===== config.mk =====
export PLATFORM = sky130hd
export DESIGN_NAME = ms_timer
export DESIGN_NICKNAME = d
export VERILOG_FILES = /design/src/rtl/ms_timer_pkg.sv /design/src/rtl/ms_timer_sat_counter.sv /design/src/rtl/ms_timer.sv
export SDC_FILE = /design/constraint.sdc
export NUM_CORES = 1
export LEC_CHECK = 0
export CORE_ASPECT_RATIO = 1.1
export CORE_MARGIN = 4
export CORE_UTILIZATION = 54
export CTS_CLUSTER_DIAMETER = 120
export CTS_CLUSTER_SIZE = 25
export DETAILED_ROUTE_END_ITERATION = 16
export PLACE_DENSITY_LB_ADDON = 0.1
export RECOVER_POWER = 100
export SYNTH_ARGS = -nofsm -noshare
export SYNTH_HDL_FRONTEND = slang
export SYNTH_SLANG_ARGS = --single-unit

===== constraint.sdc =====
create_clock -name clk -period 3 [get_ports clk]
set_clock_uncertainty 0.1 [all_clocks]
set_input_delay 0.3 -clock clk [delete_from_list [all_inputs] [get_ports clk]]
set_output_delay 0.3 -clock clk [all_outputs]
set_load 0.02 [all_outputs]

===== src/rtl/ms_timer_pkg.sv =====
// ms_timer_pkg: shared state encoding and default widths for the millisecond timer
package ms_timer_pkg;
    typedef enum logic [1:0] {IDLE, RUN, HOLD} timer_state_t;
    localparam int TIMER_W_DEF = 16;
    localparam int EXP_W_DEF = 8;
endpackage


===== src/rtl/ms_timer_sat_counter.sv =====
// sat_counter: up-counter with synchronous clear that sticks at its maximum value
module sat_counter #(
    parameter int W = 8
) (
    input  logic         clk,
    input  logic         rst,
    input  logic         clr_i,
    input  logic         inc_i,
    output logic [W-1:0] count_o
);
    logic [W-1:0] count_q, count_d;
    // clear and increment together yield 1, so a zero-length interval counts its own expiry
    always_comb count_d = clr_i ? W'(inc_i) : (inc_i && count_q != '1) ? count_q + 1'b1 : count_q;
    // count register
    always_ff @(posedge clk) count_q <= rst ? '0 : count_d;
    assign count_o = count_q;
endmodule


===== src/rtl/ms_timer.sv =====
// ms_timer: millisecond countdown timer with one-shot/periodic modes, pause and abort
module ms_timer
    import ms_timer_pkg::*;
#(
    parameter int TIMER_W = TIMER_W_DEF,
    parameter int EXP_W = EXP_W_DEF
) (
    input  logic               clk,
    input  logic               rst,
    input  logic               ms_tick,
    input  logic               start,
    input  logic               stop,
    input  logic               pause,
    input  logic               periodic,
    input  logic [TIMER_W-1:0] load_val,
    output logic               busy,
    output logic               expired,
    output logic [TIMER_W-1:0] remaining,
    output logic [EXP_W-1:0]   exp_count
);
    timer_state_t state_q, state_d;
    logic [TIMER_W-1:0] rem_q, rem_d, reload_q, reload_d;
    logic per_q, per_d, exp_q, exp_d, clr, inc;
    // next-state logic; stop outranks start, which outranks a tick
    always_comb begin
        state_d = state_q;
        rem_d = rem_q;
        reload_d = reload_q;
        per_d = per_q;
        exp_d = 1'b0;
        clr = 1'b0;
        inc = 1'b0;
        if (stop) begin
            state_d = IDLE;
            rem_d = '0;
        end else if (start) begin
            rem_d = load_val;
            reload_d = load_val;
            per_d = periodic;
            clr = 1'b1;
            exp_d = load_val == '0;
            inc = load_val == '0;
            state_d = load_val == '0 ? IDLE : RUN;
        end else if (state_q == RUN) begin
            if (pause) begin
                state_d = HOLD;
            end else if (ms_tick) begin
                if (rem_q > TIMER_W'(1)) begin
                    rem_d = rem_q - 1'b1;
                end else begin
                    exp_d = 1'b1;
                    inc = 1'b1;
                    rem_d = per_q ? reload_q : '0;
                    state_d = per_q ? RUN : IDLE;
                end
            end
        end else if (state_q == HOLD && !pause) begin
            state_d = RUN;
        end
    end
    // state and data registers
    always_ff @(posedge clk) begin
        if (rst) begin
            state_q <= IDLE;
            rem_q <= '0;
            reload_q <= '0;
            per_q <= 1'b0;
            exp_q <= 1'b0;
        end else begin
            state_q <= state_d;
            rem_q <= rem_d;
            reload_q <= reload_d;
            per_q <= per_d;
            exp_q <= exp_d;
        end
    end
    sat_counter #(.W(EXP_W)) u_exp_cnt (
        .clk(clk),
        .rst(rst),
        .clr_i(clr),
        .inc_i(inc),
        .count_o(exp_count)
    );
    assign busy = state_q != IDLE;
    assign expired = exp_q;
    assign remaining = rem_q;
endmodule


* Word-level counts from Yosys, hierarchy flattened
Index checks and enable logic that the tools add are counted.
** Storage, ports and cells
- Flip-flop bits (word level) :: 44
- Input bits :: 23
- Output and inout port bits :: 26
- Logic and storage cells :: 55
** Cells by class
- $add $sub $neg :: 2
- Order comparisons :: 1
- Equality and inequality tests :: 6
- Mux-type cells :: 24
- Bitwise operators :: 1
- Reduce and logical (&&, ||, !) cells :: 14
** Operators by type and width (count)
- $mux 16 :: 6
- $gt 16x1->1 const B :: 1
- $logic_not 16->1 :: 1
- $sub 16x1->16 const B :: 1
- $mux 1 :: 12
- $mux 2 :: 6
- $add 8x1->8 const B :: 1
- $ne 4x4->1 const B :: 2
- $ne 8x8->1 const B :: 1
- $reduce_bool 2->1 :: 4
- $reduce_and 3->1 :: 2
- $reduce_or 2->1 :: 2
- $reduce_bool 3->1 :: 1
- $eq 2x1->1 const B :: 1
- $eq 2x2->1 const B :: 1
- $logic_and 1x1->1 :: 2
- $ne 2x2->1 const B :: 1
- $reduce_and 2->1 :: 1
- $logic_not 1->1 :: 1
- $not 1->1 :: 1

* Longest topological paths before layout
- Depth after elaboration :: 10
- Gate-level depth with buffers :: 7
- Gate-level depth less buffers :: 7

* Cells and area by module
From an unflattened synthesis, not the netlist that was laid out.
** Unflattened totals
- Cell total of the unflattened synthesis :: 334
- Area, all modules :: 2617.5 um2
** Modules (own cells, without submodules)
- ms_timer :: instances 1, cells each 284, area each 2159.6 um2
- sat_counter :: instances 1, cells each 50, area each 457.9 um2

* Worst setup path after synthesis
OpenSTA, ideal clock, no wires.
- Path kind :: register to register
- From :: register rem_q[2] (netlist: remaining[2])
- To :: register u_exp_cnt.count_q[5] (netlist: u_exp_cnt.count_o[5])
- Library setup time :: 0.070 ns
- Arrival time :: 1.933 ns
- Path slack :: 0.896 ns
- Cell stages (with the launch flop) :: 7
- Path buffers :: 1
- Period minus slack after synthesis :: 2.104 ns
- Path through :: dfxtp_1 -> buf_6 -> nor4_2 -> o21ai_1 -> o32a_4 -> or4_1 -> a21oi_1
** Between the ends
- Cells in the longest elaborated chain, start to end :: 8
** RTL lines
- from (decl) :: RTL line ms_timer.sv:22 : logic [TIMER_W-1:0] rem_q, rem_d, reload_q, reload_d;
- from (signal assigned) :: RTL line ms_timer.sv:71 : rem_q <= rem_d;
- $gt 16x1->1 :: RTL line ms_timer.sv:48 : if (rem_q > TIMER_W'(1)) begin
- $mux 1 :: RTL line ms_timer.sv:48
- $mux 1 :: RTL line ms_timer.sv:47 : end else if (ms_tick) begin
- $mux 1 :: RTL line ms_timer.sv:45 : if (pause) begin
- $mux 1 :: RTL line ms_timer.sv:44 : end else if (state_q == RUN) begin
- $mux 1 :: RTL line ms_timer.sv:36 : end else if (start) begin
- $mux 1
- $logic_and 1x1->1 :: RTL line ms_timer_sat_counter.sv:13 : always_comb count_d = clr_i ? W'(inc_i) : (inc_i && count_q != '1) ? count_q + 1'b1 : count_q;
- to (signal assigned) :: RTL line ms_timer_sat_counter.sv:15 : always_ff @(posedge clk) count_q <= rst ? '0 : count_d;
- to (decl) :: RTL line ms_timer_sat_counter.sv:11 : logic [W-1:0] count_q, count_d;
No other way between the ends.
A chain may end at the register's enable or synchronous reset.

* Final worst setup path
- From :: input port load_val[12]
- To :: register u_exp_cnt.count_q[6] (netlist: u_exp_cnt.count_o[6])
** Between the ends
- Cells in the longest elaborated chain, start to end :: 4
** RTL lines
- from (decl) :: RTL line ms_timer.sv:15 : input logic [TIMER_W-1:0] load_val,
- $logic_not 16->1 :: RTL line ms_timer.sv:42 : inc = load_val == '0;
- $mux 1 :: RTL line ms_timer.sv:36
- $mux 1
- $logic_and 1x1->1 :: RTL line ms_timer_sat_counter.sv:13
No other way between the ends.

==> flow_summary_export.csv <==
group,metric,value,unit
run_status,outcome,"completed",
clock_tree,cts-htree-levels,2,
synthesis,synthMostInstantiatedCell,"nand2_1",
min_path,whs_endpoint,"reload_q[8]",
worst_setup_path,path_class,"in2reg",
route,drt_iter0_markers,221,
sta,period_share,86.4,%
clock_tree,cts_tree,"yes",
finish,area_growth,26.5,%
synthesis,yosys.area.top_type,"dfxtp_1",
clock_tree,post_cts_buffers,0,
finish,finalNetCount,373,
worst_setup_path,setup.worst_path.end_class,"flip-flop",
route,dr_total_vias,2571,
finish,fillCellCount,363,
sta,setup_slack,0.409,ns
synthesis,synth_commonest_cells,"nand2_1, dfxtp_1, a21oi_1",
worst_setup_path,crit_chain,"dlygate4sd3_1 -> nor4_1 -> nand4_1 -> o32a_1 -> or4_1 -> a21oi_1",
worst_setup_path,arrival,2.73,ns
sta,hold_viol_final,0,
worst_setup_path,crit_buf_inv,1,
synthesis,ys_async_sr_fraction,0,%
sta,min_period,2.59,ns
floorplanning,die_x,71.4,um
job,drv_cap,0,
worst_setup_path,cp_max_fo,17,
worst_setup_path,crit_family,"simple AND/OR/NAND/NOR gates",
worst_setup_path,startpoint_type,"input port",
global_route,antenna_found_initial,0,
global_route,gr-total-overflow,0,
global_route,grt_max_degree,20,
pwr,power.density,441,nW/um^2
pwr,p_leak,1.11,nW
worst_setup_path,critPathSlowestCell,"dlygate4sd3_1",
sta,clock.fmax,386,MHz
finish,fin_area,3020,um^2
min_path,min_path_type,"reg2reg",
worst_setup_path,required,3.13,ns
placement,dpl_cell_area,2950,um^2
clock_tree,ctsHoldBuffers,0,
floorplanning,initial_core_util,55.6,%
floorplanning,num_rows,25,
worst_setup_path,rrSetupSlack,0.57,ns
min_path,hold_path_startpoint,"reload_q[8]",
route,via_per_inst,6.40,
synthesis,postSynthCellCount,297,
worst_setup_path,critPathMaxStageDelay,0.59,ns
synthesis,synth_top_flop_cell,"dfxtp_1",
route,drc,0,
global_route,grt_pass1_wl,11700,um
route,dr.pass1.iters,5,
pwr,ir_drop,0.000312,V
sta,fin_setup_tns,0,ns
clock_tree,ctsResizeCount,0,
placement,gp_congestion,0.913,
worst_setup_path,r2r-start,"remaining[3]",
sta,finalMaxSlewViolations,0,
clock_tree,clock_path_buffers,2,
synthesis,synth.distinct_cells,51,
floorplanning,die_area,5540,um^2
sta,finalSetupViolCount,0,
floorplanning,die-height,77.7,um
finish,drive_above_1_share,7.76,%
sta,tightestPinTransition,0.781,ns
synthesis,syn_nets,323,
min_path,hold_depth,2,
worst_setup_path,regToRegEndpoint,"u_exp_cnt.count_o[6]",
placement,portBuffers,48,
clock_tree,cts_num_sinks,44,
synthesis,ys_seq_elements,44,
placement,post-place-ws,0.326,ns
worst_setup_path,r2r_cells,5,
synthesis,synth.top_cell.area_share,36.9,%
clock_tree,clk_pin_slew,0.08,ns
floorplanning,core,4290,um^2
synthesis,synth_edf_count,0,
pwr,fin_total_pwr,0.00133,W
clock_tree,numCtsBuffers,5,
finish,antenna_cells,0,
route,wl_per_cell,17.7,um
sta,rsz0062_at_grt,"no",
clock_tree,clk_latency,0.30,ns
global_route,grt_pass1_vias,2463,
synthesis,syn_area_per_cell,8.03,um^2
synthesis,synth.yosys.seq_area_share,36.9,%
clock_tree,cts_root_buf,"clkbuf_8",
synthesis,synth_area,2380,um^2
route,routed_wl,7100,um
floorplanning,io_pins,49,
global_route,track_usage,26.2,%
synthesis,ys_warn_count,0,
placement,dp_hpwl,4970,um
sta,relSlewSlack,48.0,%
route,ant_nets,0,
synthesis,ys_top_cells_by_area,"dfxtp_1, nand2_1, a21oi_1, a221oi_1, a31oi_1",
-- placed cells by master, fill, tap and decap left out, types with 6 or more instances in the layout --
cell / count
nand2_1: 53
inv_1: 7
a221oi_1: 8
nor2_1: 12
dfxtp_1: 44
clkbuf_8: 6
nand4_1: 7
dlygate4sd3_1: 29
a31oi_1: 9
o221ai_1: 6
o21ai_0: 9
clkdlybuf4s50_1: 19
buf_4: 9
a21oi_1: 36
-- stage by stage --
stage | hold slack, ns | utilization, % | instances
finish | 0.357 | 70.4 | 402
global route | 0.381 | 70.4 | 402
CTS | 0.360 | 71.0 | 402
detailed placement | 0.349 | 68.9 | 394
global placement | 0.341 | 68.9 | 394
floorplan | 0.336 | - | 297
-- logic make-up (layout without fill, tap and decap cells) --
group                      count (synthesis)  in the layout  share of synthesized area [%]
and+or+nand+nor                          115            115                           25.3
AOI/OAI and AO/OA                        102            102                           29.0
DFF                                       44             44                           36.9
buffers and inverters                     25             76                           4.25
xor gates and xnor gates                   8              8                           2.94
adders and majority gates                  3              3                           1.57
-- worst max path at each step --
stage / start / end / slack [ns] / cells past startpoint
2_1_floorplan: remaining[2] / u_exp_cnt.count_o[5] / 0.90 / 6
3_3_place_gp: load_val[12] / u_exp_cnt.count_o[3] / 0.42 / 6
3_5_place_dp: load_val[12] / u_exp_cnt.count_o[7] / 0.33 / 6
4_1_cts: load_val[12] / u_exp_cnt.count_o[7] / 0.64 / 6
5_1_grt: load_val[12] / u_exp_cnt.count_o[3] / 0.28 / 6
6_report: load_val[12] / u_exp_cnt.count_o[6] / 0.41 / 6
-- flip-flops by register name (all words and copies together), names as in the netlist --
name and cells:
state_q 2, per_q 1, u_exp_cnt.count_o 8, remaining 16, reload_q 16, expired 1
-- tightest hold or removal path: cells and delay by family, from the launching register on --
kind / cells / cell delay, ns
compound gates: 1 / 0.05
flops: 1 / 0.31
simple gates: 1 / 0.05
-- power by group --
part | leakage (nW) | switching [W] | internal [W]
Sequential | 0.359 | 0.0000258 | 0.000606
Clock | 0.0455 | 0.000205 | 0.000188
Combinational | 0.709 | 0.000176 | 0.000131
Total | 1.11 | 0.000406 | 0.000925
-- layout make-up --
| class | instances | area (um^2) | area share [%] |
|---|---|---|---|
| inverters | 8 | 30.0 | 0.995 |
| clock buffers | 8 | 90.1 | 2.99 |
| repair buffers | 60 | 559 | 18.5 |
| flip-flops and latches | 44 | 881 | 29.2 |
| multi-input cells | 228 | 1390 | 46.1 |
| well taps | 54 | 67.6 | 2.24 |
-- routing by layer --
metal	share of wire, %	global-route usage (%)
met1	42	33.2
met5	0	0
met4	2.7	11.7
met3	7.2	4.92
met2	48	42.9
No activity file was read; power rests on OpenSTA's default activity.
